### src/rtl/hazard_stall_if.sv
// hazard_stall_if
// Bundles the ID-stage hazard inputs and the pipeline-register control
// outputs of hazard_stall_unit.
//   master : pipeline side, drives hazard inputs, observes controls
//   slave  : hazard_stall_unit, observes hazard inputs, drives controls
// Inputs : IFID_src1/src2/useSrc2, IDEX_MemRead/dest/MulDiv, branch_taken,
//          EXMEM_MemReq, mem_ready
// Outputs: stallPC, stallIFID, flushIFID, bubbleIDEX, holdIDEX,
//          bubbleEXMEM, holdEXMEM, bubbleMEMWB, hzState[1:0]
`timescale 1ns/1ps

interface hazard_stall_if;
    logic [4:0] IFID_src1;
    logic [4:0] IFID_src2;
    logic       IFID_useSrc2;
    logic       IDEX_MemRead;
    logic [4:0] IDEX_dest;
    logic       IDEX_MulDiv;
    logic       branch_taken;
    logic       EXMEM_MemReq;
    logic       mem_ready;

    logic       stallPC;
    logic       stallIFID;
    logic       flushIFID;
    logic       bubbleIDEX;
    logic       holdIDEX;
    logic       bubbleEXMEM;
    logic       holdEXMEM;
    logic       bubbleMEMWB;
    logic [1:0] hzState;

    modport master (
        output IFID_src1, IFID_src2, IFID_useSrc2, IDEX_MemRead, IDEX_dest,
               IDEX_MulDiv, branch_taken, EXMEM_MemReq, mem_ready,
        input  stallPC, stallIFID, flushIFID, bubbleIDEX, holdIDEX,
               bubbleEXMEM, holdEXMEM, bubbleMEMWB, hzState
    );

    modport slave (
        input  IFID_src1, IFID_src2, IFID_useSrc2, IDEX_MemRead, IDEX_dest,
               IDEX_MulDiv, branch_taken, EXMEM_MemReq, mem_ready,
        output stallPC, stallIFID, flushIFID, bubbleIDEX, holdIDEX,
               bubbleEXMEM, holdEXMEM, bubbleMEMWB, hzState
    );
endinterface

### src/rtl/hazard_stall_unit.sv
// hazard_stall_unit
// ID-stage hazard controller. Stalls or flushes the hazards forwarding
// cannot resolve: data-memory wait in MEM, multicycle mul/div in EX,
// taken-branch flush and load-use. Outputs are combinational from the
// registered state plus current inputs, so they act in the same cycle.
//
// Ports:
//   clk    rising-edge clock
//   reset  asynchronous, active-high; forces all controls to 0 while high
//   hz     hazard_stall_if.slave (hazard inputs in, pipeline controls out)
//   stallCycles, flushCount  CNT_W-bit saturating statistics counters,
//                            present only when HAZARD_STATS_EN is defined
//
// Parameters:
//   MD_LATENCY  total EX cycles of a mul/div op (1 = no stall)
//   CNT_W       width of the statistics counters
//
// Optional feature macro: HAZARD_STATS_EN
//
// state   | meaning
// RUN     | normal flow; memwait > muldiv > branch > load-use
// MDBUSY  | mul/div occupying EX; mdCnt counts remaining stall cycles
// MEMWAIT | data memory busy; whole pipe frozen, resumeMD picks exit state
`timescale 1ns/1ps

module hazard_stall_unit #(
    parameter int MD_LATENCY = 3,
    parameter int CNT_W      = 32
) (
    input  logic            clk,
    input  logic            reset,
    hazard_stall_if.slave   hz
`ifdef HAZARD_STATS_EN
    ,
    output logic [CNT_W-1:0] stallCycles,
    output logic [CNT_W-1:0] flushCount
`endif
);

    localparam int MD_CNT_W = (MD_LATENCY > 2) ? $clog2(MD_LATENCY - 1) : 1;
    localparam int MD_LOAD  = (MD_LATENCY >= 2) ? (MD_LATENCY - 2) : 0;
    localparam bit MD_STALL = (MD_LATENCY > 1);

    if (MD_LATENCY < 1 || CNT_W < 1) begin : g_param_check
        $error("hazard_stall_unit: MD_LATENCY and CNT_W must be >= 1");
    end

    typedef enum logic [1:0] {
        ST_RUN     = 2'd0,
        ST_MDBUSY  = 2'd1,
        ST_MEMWAIT = 2'd2
    } state_t;

    state_t                state;
    state_t                state_nxt;
    logic [MD_CNT_W-1:0]   md_cnt;
    logic [MD_CNT_W-1:0]   md_cnt_nxt;
    logic                  resume_md;
    logic                  resume_md_nxt;

    logic mem_wait;
    logic load_use;

    logic stall_pc_c;
    logic stall_ifid_c;
    logic flush_ifid_c;
    logic bubble_idex_c;
    logic hold_idex_c;
    logic bubble_exmem_c;
    logic hold_exmem_c;
    logic bubble_memwb_c;

    assign mem_wait = hz.EXMEM_MemReq && !hz.mem_ready;

    assign load_use = hz.IDEX_MemRead && (hz.IDEX_dest != 5'd0) &&
                      ((hz.IDEX_dest == hz.IFID_src1) ||
                       (hz.IFID_useSrc2 && (hz.IDEX_dest == hz.IFID_src2)));

    always_ff @(posedge clk or posedge reset) begin
        if (reset) begin
            state     <= ST_RUN;
            md_cnt    <= '0;
            resume_md <= 1'b0;
        end else begin
            state     <= state_nxt;
            md_cnt    <= md_cnt_nxt;
            resume_md <= resume_md_nxt;
        end
    end

    always_comb begin
        state_nxt      = state;
        md_cnt_nxt     = md_cnt;
        resume_md_nxt  = resume_md;
        stall_pc_c     = 1'b0;
        stall_ifid_c   = 1'b0;
        flush_ifid_c   = 1'b0;
        bubble_idex_c  = 1'b0;
        hold_idex_c    = 1'b0;
        bubble_exmem_c = 1'b0;
        hold_exmem_c   = 1'b0;
        bubble_memwb_c = 1'b0;

        case (state)
            ST_RUN: begin
                if (mem_wait) begin
                    stall_pc_c     = 1'b1;
                    stall_ifid_c   = 1'b1;
                    hold_idex_c    = 1'b1;
                    hold_exmem_c   = 1'b1;
                    bubble_memwb_c = 1'b1;
                    resume_md_nxt  = 1'b0;
                    state_nxt      = ST_MEMWAIT;
                end else if (hz.IDEX_MulDiv && MD_STALL) begin
                    stall_pc_c     = 1'b1;
                    stall_ifid_c   = 1'b1;
                    hold_idex_c    = 1'b1;
                    bubble_exmem_c = 1'b1;
                    md_cnt_nxt     = MD_CNT_W'(MD_LOAD);
                    state_nxt      = ST_MDBUSY;
                end else if (hz.branch_taken) begin
                    // PC stays free so the branch target is fetched.
                    flush_ifid_c   = 1'b1;
                    bubble_idex_c  = 1'b1;
                end else if (load_use) begin
                    // The bubble moves the load on, so this clears itself.
                    stall_pc_c     = 1'b1;
                    stall_ifid_c   = 1'b1;
                    bubble_idex_c  = 1'b1;
                end
            end

            ST_MDBUSY: begin
                if (mem_wait) begin
                    // mdCnt is left untouched so the mul/div resumes exactly.
                    stall_pc_c     = 1'b1;
                    stall_ifid_c   = 1'b1;
                    hold_idex_c    = 1'b1;
                    hold_exmem_c   = 1'b1;
                    bubble_memwb_c = 1'b1;
                    resume_md_nxt  = 1'b1;
                    state_nxt      = ST_MEMWAIT;
                end else if (md_cnt != '0) begin
                    stall_pc_c     = 1'b1;
                    stall_ifid_c   = 1'b1;
                    hold_idex_c    = 1'b1;
                    bubble_exmem_c = 1'b1;
                    md_cnt_nxt     = md_cnt - MD_CNT_W'(1);
                end else begin
                    state_nxt      = ST_RUN;
                end
            end

            ST_MEMWAIT: begin
                // EX is frozen here, so branch_taken is re-presented after exit.
                if (!hz.mem_ready) begin
                    stall_pc_c     = 1'b1;
                    stall_ifid_c   = 1'b1;
                    hold_idex_c    = 1'b1;
                    hold_exmem_c   = 1'b1;
                    bubble_memwb_c = 1'b1;
                end else begin
                    state_nxt      = resume_md ? ST_MDBUSY : ST_RUN;
                    resume_md_nxt  = 1'b0;
                end
            end

            default: begin
                state_nxt = ST_RUN;
            end
        endcase
    end

    // Reset masks the controls combinationally so the pipe is quiet at once.
    assign hz.stallPC     = reset ? 1'b0 : stall_pc_c;
    assign hz.stallIFID   = reset ? 1'b0 : stall_ifid_c;
    assign hz.flushIFID   = reset ? 1'b0 : flush_ifid_c;
    assign hz.bubbleIDEX  = reset ? 1'b0 : bubble_idex_c;
    assign hz.holdIDEX    = reset ? 1'b0 : hold_idex_c;
    assign hz.bubbleEXMEM = reset ? 1'b0 : bubble_exmem_c;
    assign hz.holdEXMEM   = reset ? 1'b0 : hold_exmem_c;
    assign hz.bubbleMEMWB = reset ? 1'b0 : bubble_memwb_c;
    assign hz.hzState     = state;

`ifdef HAZARD_STATS_EN
    always_ff @(posedge clk or posedge reset) begin
        if (reset) begin
            stallCycles <= '0;
            flushCount  <= '0;
        end else begin
            if (stall_pc_c && (stallCycles != '1)) begin
                stallCycles <= stallCycles + CNT_W'(1);
            end
            if (flush_ifid_c && (flushCount != '1)) begin
                flushCount <= flushCount + CNT_W'(1);
            end
        end
    end
`endif

endmodule

### src/flat_wrapper.sv
// flat-port wrapper written by rule: the top's interface ports become plain ports
module hazard_stall_unit_flat 
#(
    parameter int MD_LATENCY = 3,
    parameter int CNT_W      = 32
)
  (clk, reset, hz_IFID_src1, hz_IFID_src2, hz_IFID_useSrc2, hz_IDEX_MemRead, hz_IDEX_dest, hz_IDEX_MulDiv, hz_branch_taken, hz_EXMEM_MemReq, hz_mem_ready, hz_stallPC, hz_stallIFID, hz_flushIFID, hz_bubbleIDEX, hz_holdIDEX, hz_bubbleEXMEM, hz_holdEXMEM, hz_bubbleMEMWB, hz_hzState);
  hazard_stall_if hz_i ();
  input  logic clk;
  input  logic reset;
  input wire logic [$bits(hz_i.IFID_src1)-1:0] hz_IFID_src1;
  input wire logic [$bits(hz_i.IFID_src2)-1:0] hz_IFID_src2;
  input wire logic [$bits(hz_i.IFID_useSrc2)-1:0] hz_IFID_useSrc2;
  input wire logic [$bits(hz_i.IDEX_MemRead)-1:0] hz_IDEX_MemRead;
  input wire logic [$bits(hz_i.IDEX_dest)-1:0] hz_IDEX_dest;
  input wire logic [$bits(hz_i.IDEX_MulDiv)-1:0] hz_IDEX_MulDiv;
  input wire logic [$bits(hz_i.branch_taken)-1:0] hz_branch_taken;
  input wire logic [$bits(hz_i.EXMEM_MemReq)-1:0] hz_EXMEM_MemReq;
  input wire logic [$bits(hz_i.mem_ready)-1:0] hz_mem_ready;
  output wire logic [$bits(hz_i.stallPC)-1:0] hz_stallPC;
  output wire logic [$bits(hz_i.stallIFID)-1:0] hz_stallIFID;
  output wire logic [$bits(hz_i.flushIFID)-1:0] hz_flushIFID;
  output wire logic [$bits(hz_i.bubbleIDEX)-1:0] hz_bubbleIDEX;
  output wire logic [$bits(hz_i.holdIDEX)-1:0] hz_holdIDEX;
  output wire logic [$bits(hz_i.bubbleEXMEM)-1:0] hz_bubbleEXMEM;
  output wire logic [$bits(hz_i.holdEXMEM)-1:0] hz_holdEXMEM;
  output wire logic [$bits(hz_i.bubbleMEMWB)-1:0] hz_bubbleMEMWB;
  output wire logic [$bits(hz_i.hzState)-1:0] hz_hzState;
  assign hz_i.IFID_src1 = hz_IFID_src1;
  assign hz_i.IFID_src2 = hz_IFID_src2;
  assign hz_i.IFID_useSrc2 = hz_IFID_useSrc2;
  assign hz_i.IDEX_MemRead = hz_IDEX_MemRead;
  assign hz_i.IDEX_dest = hz_IDEX_dest;
  assign hz_i.IDEX_MulDiv = hz_IDEX_MulDiv;
  assign hz_i.branch_taken = hz_branch_taken;
  assign hz_i.EXMEM_MemReq = hz_EXMEM_MemReq;
  assign hz_i.mem_ready = hz_mem_ready;
  assign hz_stallPC = hz_i.stallPC;
  assign hz_stallIFID = hz_i.stallIFID;
  assign hz_flushIFID = hz_i.flushIFID;
  assign hz_bubbleIDEX = hz_i.bubbleIDEX;
  assign hz_holdIDEX = hz_i.holdIDEX;
  assign hz_bubbleEXMEM = hz_i.bubbleEXMEM;
  assign hz_holdEXMEM = hz_i.holdEXMEM;
  assign hz_bubbleMEMWB = hz_i.bubbleMEMWB;
  assign hz_hzState = hz_i.hzState;
  hazard_stall_unit #(.MD_LATENCY(MD_LATENCY), .CNT_W(CNT_W)) u_core (.clk(clk), .reset(reset), .hz(hz_i));
endmodule
### config.mk
export PLATFORM = sky130hd
export DESIGN_NAME = hazard_stall_unit_flat
export DESIGN_NICKNAME = d
export VERILOG_FILES = /design/src/rtl/hazard_stall_if.sv /design/src/rtl/hazard_stall_unit.sv /design/src/flat_wrapper.sv
export SDC_FILE = /design/constraint.sdc
export NUM_CORES = 1
export LEC_CHECK = 0
export ABC_CLOCK_PERIOD_IN_PS = 2400
export CAP_MARGIN = 10
export CELL_PAD_IN_SITES_DETAIL_PLACEMENT = 1
export CELL_PAD_IN_SITES_GLOBAL_PLACEMENT = 1
export CORE_MARGIN = 2
export CORE_UTILIZATION = 23
export DETAILED_ROUTE_END_ITERATION = 6
export PLACE_DENSITY_LB_ADDON = 0.1
export SLEW_MARGIN = 20
export SYNTH_ARGS = -nofsm -noshare
export SYNTH_HDL_FRONTEND = slang
export SYNTH_SLANG_ARGS = --single-unit
### constraint.sdc
create_clock -name clk -period 2.4 [get_ports clk]
set_input_delay 0.24 -clock clk [delete_from_list [all_inputs] [get_ports clk]]
set_output_delay 0.24 -clock clk [all_outputs]
set_load 0.05 [all_outputs]
Word-level counts from Yosys, hierarchy flattened

Cells that the tools add are included.

Logic and storage cells: 76
Register bits: 4

Reductions and logical operators: 14
Muxes and demuxes: 46
Eq/ne operators: 12
$add $sub $neg: 1

Operator list:

| cell                                                  | number |
|---|---|
| 2-to-1 mux 1 bit                                      | 34 |
| equality test 5 bit                                   | 2 |
| 2-to-1 mux 2 bit                                      | 5 |
| case mux 1 bit (3 select lines)                       | 3 |
| inequality test 2 bit, second input constant          | 4 |
| AND reduction 4 bit                                   | 2 |
| case mux 1 bit (2 select lines)                       | 3 |
| case mux 2 bit (3 select lines)                       | 1 |
| nonzero test 5 bit                                    | 1 |
| logical AND 1 bit                                     | 4 |
| inequality test 2 x 1 -> 1 bit, second input constant | 2 |
| inequality test 3 x 2 -> 1 bit, second input constant | 1 |
| inequality test 3 bit, second input constant          | 1 |
| AND reduction 3 bit                                   | 1 |
| nonzero test 3 bit                                    | 1 |
| equality test 2 x 1 -> 1 bit, second input constant   | 1 |
| equality test 2 bit, second input constant            | 1 |
| logical NOT 2 bit                                     | 1 |
| nonzero test 2 bit                                    | 1 |
| OR reduction 2 bit                                    | 1 |
| logical NOT 1 bit                                     | 1 |
| logical OR 1 bit                                      | 1 |
| subtractor 1 bit, second input constant               | 1 |

Logic depth before layout (Yosys ltp)

Gate-level depths: netlist (run 1).

Depth in word-level cells: 10
Mapped depth: 6

Worst setup path before layout (run 1)

Ideal clock, no wire load.

Kind: register to output
Start: register u_core.state[0], in the netlist u_core.hz.hzState[0]
End: output hz_bubbleEXMEM
Arrival: 2,412 ps
Stages on the path, launching flop included: 4
Setup slack: -252 ps
Cell sequence: dfrtp_1 -> buf_2 -> mux2i_1 -> nor4_1

Longest elaborated chain between the ends: 3
Elaborated cells on any way between the ends: 4

Ends and longest elaborated chain:

| what                                                                     | line                     | text |
|---|---|---|
| from (decl)                                                              | hazard_stall_unit.sv:54  | `state_t state;` |
| from (signal assigned)                                                   | hazard_stall_unit.sv:85  | `state <= state_nxt;` |
| equality test 2 x 1 -> 1 bit / logical NOT 2 bit (equally long branches) | hazard_stall_unit.sv:104 | `case (state)` |
| case mux 1 bit (2 select lines) (*)                                      | hazard_stall_unit.sv:104 |  |
| 2-to-1 mux 1 bit (*)                                                     | hazard_stall_unit.sv:180 | `assign hz.bubbleEXMEM = reset ? 1'b0 : bubble_exmem_c;` |
| to (decl)                                                                | flat_wrapper.sv:25       | `output wire logic [$bits(hz_i.bubbleEXMEM)-1:0] hz_bubbleEXMEM;` |

Every way passes the cells marked *; elsewhere a longest branch is shown, timed or not.

Worst setup path in the final report (run 1)

Start: input hz_IDEX_dest[0]
End: output hz_stallPC

Longest elaborated chain between the ends: 10
Elaborated cells on any way between the ends: 13

Ends and longest elaborated chain:

| what                                | line                     | text |
|---|---|---|
| from (decl)                         | flat_wrapper.sv:15       | `input wire logic [$bits(hz_i.IDEX_dest)-1:0] hz_IDEX_dest;` |
| equality test 5 bit                 | hazard_stall_unit.sv:77  | `(hz.IFID_useSrc2 && (hz.IDEX_dest == hz.IFID_src2)));` |
| logical AND 1 bit                   | hazard_stall_unit.sv:77  |  |
| logical OR 1 bit                    | hazard_stall_unit.sv:76  | `((hz.IDEX_dest == hz.IFID_src1) \|\|` |
| logical AND 1 bit (*)               | hazard_stall_unit.sv:75  | `assign load_use = hz.IDEX_MemRead && (hz.IDEX_dest != 5'd0) &&` |
| 2-to-1 mux 1 bit (*)                | hazard_stall_unit.sv:125 | `end else if (load_use) begin` |
| 2-to-1 mux 1 bit (*)                | hazard_stall_unit.sv:121 | `end else if (hz.branch_taken) begin` |
| 2-to-1 mux 1 bit (*)                | hazard_stall_unit.sv:114 | `end else if (hz.IDEX_MulDiv && MD_STALL) begin` |
| 2-to-1 mux 1 bit (*)                | hazard_stall_unit.sv:106 | `if (mem_wait) begin` |
| case mux 1 bit (3 select lines) (*) | hazard_stall_unit.sv:104 |  |
| 2-to-1 mux 1 bit (*)                | hazard_stall_unit.sv:175 | `assign hz.stallPC = reset ? 1'b0 : stall_pc_c;` |
| to (decl)                           | flat_wrapper.sv:20       | `output wire logic [$bits(hz_i.stallPC)-1:0] hz_stallPC;` |

Marks and branches as above.

==> results of run 1 <==
==> routing by layer <==
layer | vias up | wire length, µm | track usage [%]
met1 | 227 | 439 | 14.1
met2 | 25 | 686 | 22.7
li1 | 259 | - | -
met3 | 0 | 92 | 0.755
met4 | 0 | 0 | 4.86
met5 | - | 0 | 0
==> stage by stage <==
| stage | instances | hold slack (ps) | total power (µW) |
|---|---|---|---|
| 4_1_cts | 113 | 362 | 480 |
| 5_1_grt | 113 | 410 | 511 |
| 2_1_floorplan | 57 | 11.2 | 268 |
| 3_5_place_dp | 110 | 581 | 395 |
| 6_report | 113 | 348 | 475 |
| 3_3_place_gp | 110 | 542 | 390 |
==> path summary, 6_finish.rpt <==
check | start | to | cells past startpoint
max | hz_IDEX_dest[0] | hz_stallPC | 6
min | reset | u_core.hz.hzState[0] | 2
max reg2reg | u_core.hz.hzState[1] | u_core.hz.hzState[0] | 4
min reg2reg | u_core.md_cnt | u_core.hz.hzState[0] | 2
max in group asynchronous | reset | u_core.md_cnt | 2
min in group clk | u_core.md_cnt | u_core.hz.hzState[0] | 2
==> cell usage after synthesis (all sizes together) (2+ instances only) <==
master / n / area share (%)
nand2: 3 / 2.6
dfrtp: 4 / 23
inv: 2 / 1.7
and2: 2 / 2.8
nand2b: 2 / 2.8
nor2b: 2 / 2.8
a21oi: 3 / 3.4
nor2: 10 / 8.5
nor4: 2 / 2.8
o21ai: 2 / 2.3
xor2: 9 / 18
buf: 4 / 5.7
==> registers in the layout (all words and copies together) (netlist names) <==
register	flops
u_core.hz.hzState	2
u_core.resume_md	1
u_core.md_cnt	1
==> critical path, stage by stage <==
cell and delay, ps:
clkdlybuf4s50_1 530, or4_1 130, o21ai_1 60, or4b_1 520, o22ai_2 230, buf_12 180
==> kinds of logic after synthesis <==
| family | Yosys count |
|---|---|
| simple gates | 25 |
| buf+inv | 6 |
| mux | 1 |
| xor+xnor | 10 |
| flops | 4 |
| compound gates | 11 |
==> power breakdown <==
group          internal [µW]  switching (µW)  total (µW)
logic                    131             145         276
registers               85.5            29.6         115
clock network           56.0            28.5        84.5
==> final cells by class <==
class                      count  area (µm²)  share of cell area (%)
tap                           25        31.3                    3.63
timing repair buffer          32         388                    45.0
inverter                       2        7.51                   0.871
clock buffer                   3        22.5                    2.61
multi-input combinational     47         313                    36.3
sequential                     4         100                    11.6
==> flow_metrics.py, run 1 <==
metrics = {
    "routing": {
        "dr_total_vias": 511,
        "vias_per_cell": 4.52,
        "drc_errors": 0,
        "wl_um": 1220,
        "post_drt_wl_per_cell_um": 10.8,
        "drt_iter0_drc": 1,
        "dr.pass1.iters": 2,
        "ant_nets": 0,
    },
    "cts": {
        "clk_latency_ps": 230,
        "cts_tree": "built",
        "cts_max_path_buffers": 2,
        "cts.hold.buffers_added": 0,
        "path_clk_slew_ps": 40,
        "cts_resized": 0,
        "postCtsSetupBuffers": 0,
        "cts_sinks": 4,
        "root_buffer": "clkbuf_4",
        "cts_buffers": 3,
        "htreeDepth": 1,
    },
    "synth": {
        "syn-cell-area_um2": 439,
        "syn_avg_cell_area_um2": 7.70,
        "yosys.area_share.simple_pct": 29.6,
        "yosysWarnings": 0,
        "syn_nets": 80,
        "synthMuxAreaShare_pct": 2.28,
        "synth-xor-area-share_pct": 19.9,
        "synth_ff_type": "dfrtp_1",
        "synth_edf_count": 0,
        "synth-compound-area-share_pct": 17.9,
        "synth_top_family_by_area": "simple AND/OR/NAND/NOR gates",
        "synth_fa_ha_area_share_pct": 0,
        "ys_seq_area_share_pct": 22.8,
        "ys_seq_elements": 4,
        "synth_cells": 57,
        "synth_cell_types": 26,
        "synthArstFlopShare_pct": 100,
    },
    "timing": {
        "drv_slew": 0,
        "tns_ps": 0,
        "rsz0062_at_grt": "false",
        "hold_viol": 0,
        "final-setup-viol-count": 0,
        "timing.final.crit_share_pct": 88.8,
        "fmax_ghz": 0.469,
        "min_period_ps": 2130,
        "fin_worst_skew_ps": 6.85,
        "setup_ws_ps": 268,
        "slew_headroom_pct": 67.3,
        "tightest_slew_ps": 490,
    },
    "setup_path": {
        "cp-end-kind": "output pin",
        "rrSetupSlack_ps": 1220,
        "startpoint_type": "input port",
        "arrival_ps": 1890,
        "cp_max_fo": 3,
        "worst-setup-path-type": "input port to output pin",
        "worstPathRequired_ps": 2160,
    },
    "layout": {
        "areaGrowthSynthToFinish_pct": 96.3,
        "drive_above_1_share_pct": 14.8,
        "final_cell_mix": "clkdlybuf4s50_1 (24), nor2_1 (10), xor2_1 (9)",
        "antenna_cells": 0,
        "layout_commonest_cell": "clkdlybuf4s50_1",
        "utilization_pct": 48.9,
        "nNetsFinal": 113,
        "filler_cell_count": 221,
        "fin_area_um2": 862,
    },
    "global_routing": {
        "overflow": 0,
        "grt_max_degree": 14,
        "grt_usage_pct": 12.1,
        "antenna_found_initial": 0,
        "grt_pass1_vias": 508,
        "grt_pass1_wl_um": 1990,
    },
    "floorplanning": {
        "rows": 15,
        "die_area_um2": 2270,
        "start_util_pct": 24.9,
        "io_pins": 33,
        "dieWidth_um": 47.7,
        "fp.dieH_um": 47.7,
        "core_area_um2": 1760,
    },
    "power": {
        "power_density_nw_per_um2": 551,
        "irDropWorstVdd_uv": 279,
        "leakagePower_uw": 0.000337,
    },
    "hold_path": {
        "min-delay-path-class": "input port to async pin",
    },
    "placed_design": {
        "placed_cell_area_um2": 840,
        "gp_congestion": 0.722,
        "dp_hpwl_um": 1100,
        "numPortBuffers": 32,
        "place_ws_ps": 241,
    },
    "flow_run": {
        "maxCapViolations": 0,
    },
    "run_status": {
        "status": "finished clean",
    },
}
Power figures use the tool's default switching activity.
==> run 2, diff against run 1 <==
--- a/config.mk
+++ b/config.mk
@@ -5,12 +5,14 @@
 export SDC_FILE = /design/constraint.sdc
 export NUM_CORES = 1
 export LEC_CHECK = 0
+export ABC_AREA = 0
 export ABC_CLOCK_PERIOD_IN_PS = 2400
 export CAP_MARGIN = 10
 export CELL_PAD_IN_SITES_DETAIL_PLACEMENT = 1
 export CELL_PAD_IN_SITES_GLOBAL_PLACEMENT = 1
 export CORE_MARGIN = 2
-export CORE_UTILIZATION = 23
+export CORE_UTILIZATION = 24
+export CTS_BUF_LIST = sky130_fd_sc_hd__clkbuf_2
 export DETAILED_ROUTE_END_ITERATION = 6
 export PLACE_DENSITY_LB_ADDON = 0.1
 export SLEW_MARGIN = 20
==> run 2 against run 1 <==
Compared with the run above: via count is 1.6% higher; register-to-register slack worse by 20 ps; sequential cell count stayed put; critical path depth stayed put; count of clock-buffer cells in the layout stayed put; first-iteration DRC count is 100% lower; final area is 0.87% lower; clock skew hardly changed; utilization is 0.63 points higher; power is 5.4% lower.
==> flow_metrics.py, run 2 (synthesized netlist as in run 1, its figures left out) <==
metrics = {
    "power": {
        "irDropWorstVdd_uv": 271,
        "internal_power_uw": 250,
        "power_frac_seq_pct": 25.6,
        "leakagePower_uw": 0.000336,
        "comb_power_share_pct": 61.4,
        "p_sw_share_pct": 44.4,
        "power.switching_uw": 200,
        "power_density_nw_per_um2": 526,
        "clkPwrFrac_pct": 12.9,
        "finalPower_uw": 449,
    },
    "floorplanning": {
        "fp.dieH_um": 46.8,
        "dieWidth_um": 46.8,
        "rows": 15,
        "start_util_pct": 25.4,
        "die_area_um2": 2190,
        "io_pins": 33,
        "core_area_um2": 1730,
    },
    "timing": {
        "tightest_slew_ps": 490,
        "fmax_ghz": 0.468,
        "min_period_ps": 2140,
        "timing.final.crit_share_pct": 89.0,
        "rsz0062_at_grt": "false",
        "slew_headroom_pct": 67.2,
        "fin_worst_skew_ps": 7.18,
        "final-setup-viol-count": 0,
        "hold_viol": 0,
        "drv_slew": 0,
        "tns_ps": 0,
    },
    "global_routing": {
        "overflow": 0,
        "grt_pass1_wl_um": 2080,
        "antenna_found_initial": 0,
        "grt_max_degree": 14,
        "grt_usage_pct": 13.2,
        "grt_pass1_vias": 548,
    },
    "routing": {
        "dr.pass1.iters": 1,
        "ant_nets": 0,
        "drc_errors": 0,
        "vias_per_cell": 4.59,
        "dr_total_vias": 519,
        "wl_um": 1270,
        "post_drt_wl_per_cell_um": 11.2,
        "drt_iter0_drc": 0,
    },
    "layout": {
        "largest_reg_flops": 2,
        "nNetsFinal": 113,
        "stdcell_count": 113,
        "layout_commonest_cell": "clkdlybuf4s50_1",
        "final_cell_mix": "clkdlybuf4s50_1 (24), nor2_1 (10), xor2_1 (9)",
        "areaGrowthSynthToFinish_pct": 94.6,
        "antenna_cells": 0,
        "drive_above_1_share_pct": 14.8,
    },
    "placed_design": {
        "place.detailed.instances": 110,
        "numPortBuffers": 32,
        "gp_congestion": 0.701,
        "dp_hpwl_um": 1150,
    },
    "cts": {
        "cts.hold.buffers_added": 0,
        "cts_buffers": 3,
        "cts_tree": "built",
        "clk_latency_ps": 200,
        "root_buffer": "clkbuf_2",
        "htreeDepth": 1,
        "path_clk_slew_ps": 50,
        "cts_max_path_buffers": 2,
        "cts_sinks": 4,
        "postCtsSetupBuffers": 0,
        "cts_resized": 0,
    },
    "setup_path": {
        "worst-setup-path-type": "input port to output pin",
        "worstPathRequired_ps": 2160,
        "cp_max_fo": 3,
        "arrival_ps": 1900,
        "startpoint_type": "input port",
        "cp-end-kind": "output pin",
    },
    "flow_run": {
        "maxCapViolations": 0,
    },
    "run_status": {
        "status": "finished clean",
    },
    "hold_path": {
        "min-delay-path-class": "input port to async pin",
    },
}
[run 2: changes by cell type in the layout (fill, tap and decap cells not counted)]
cell,previous run,this run
clkbuf_2,0,3
clkbuf_4,3,0
[run 2: stage by stage]
step | setup WS [ps] | instance area [µm²] | hold WS (ps) | utilization (%)
floorplan | 4.70 | 445 | 11.2 | -
global placement | 247 | 840 | 543 | 48.6
detailed placement | 244 | 840 | 566 | 48.6
CTS | 245 | 855 | 397 | 49.5
global route | 153 | 855 | 429 | 49.5
finish | 264 | 855 | 387 | 49.5
[run 2: cell type report]
| class | count | area [µm²] |
|---|---|---|
| fillers | 219 | 872 |
| repair buffers | 32 | 388 |
| multi-input cells | 47 | 313 |
| flip-flops and latches | 4 | 100 |
| well taps | 25 | 31.3 |
| clock buffers | 3 | 15.0 |
| inverters | 2 | 7.51 |
[run 2: worst max-delay path, stage by stage]
cell,delay [ps]
clkdlybuf4s50_1,530
or4_1,130
o21ai_1,60
or4b_1,520
o22ai_2,230
buf_12,180
[run 2: layer usage]
layer / track usage [%] / share of wire [%]
met1: 13.4 / 35
met5: 0 / 0
met4: 5.00 / 0
met3: 0.769 / 5.4
met2: 27.4 / 60
[run 2: power groups by stage]
stage          sequential [µW]  combinational, µW  clock [µW]
3_5_place_dp               116                280           0
3_3_place_gp               115                275           0
2_1_floorplan              122                146           0
6_report                   115                276        58.2
4_1_cts                    116                280        60.2
5_1_grt                    118                293        65.2
[run 2: final timing paths]
check | start | endpoint | slack, ps | cells past startpoint
min in group clk | u_core.md_cnt | u_core.md_cnt | 580 | 2
min | reset | u_core.hz.hzState[1] | 390 | 2
max | hz_IDEX_dest[0] | hz_stallIFID | 260 | 6
max in group asynchronous | reset | u_core.resume_md | 1840 | 2
max reg2reg | u_core.hz.hzState[1] | u_core.hz.hzState[0] | 1200 | 4
min reg2reg | u_core.md_cnt | u_core.md_cnt | 580 | 2
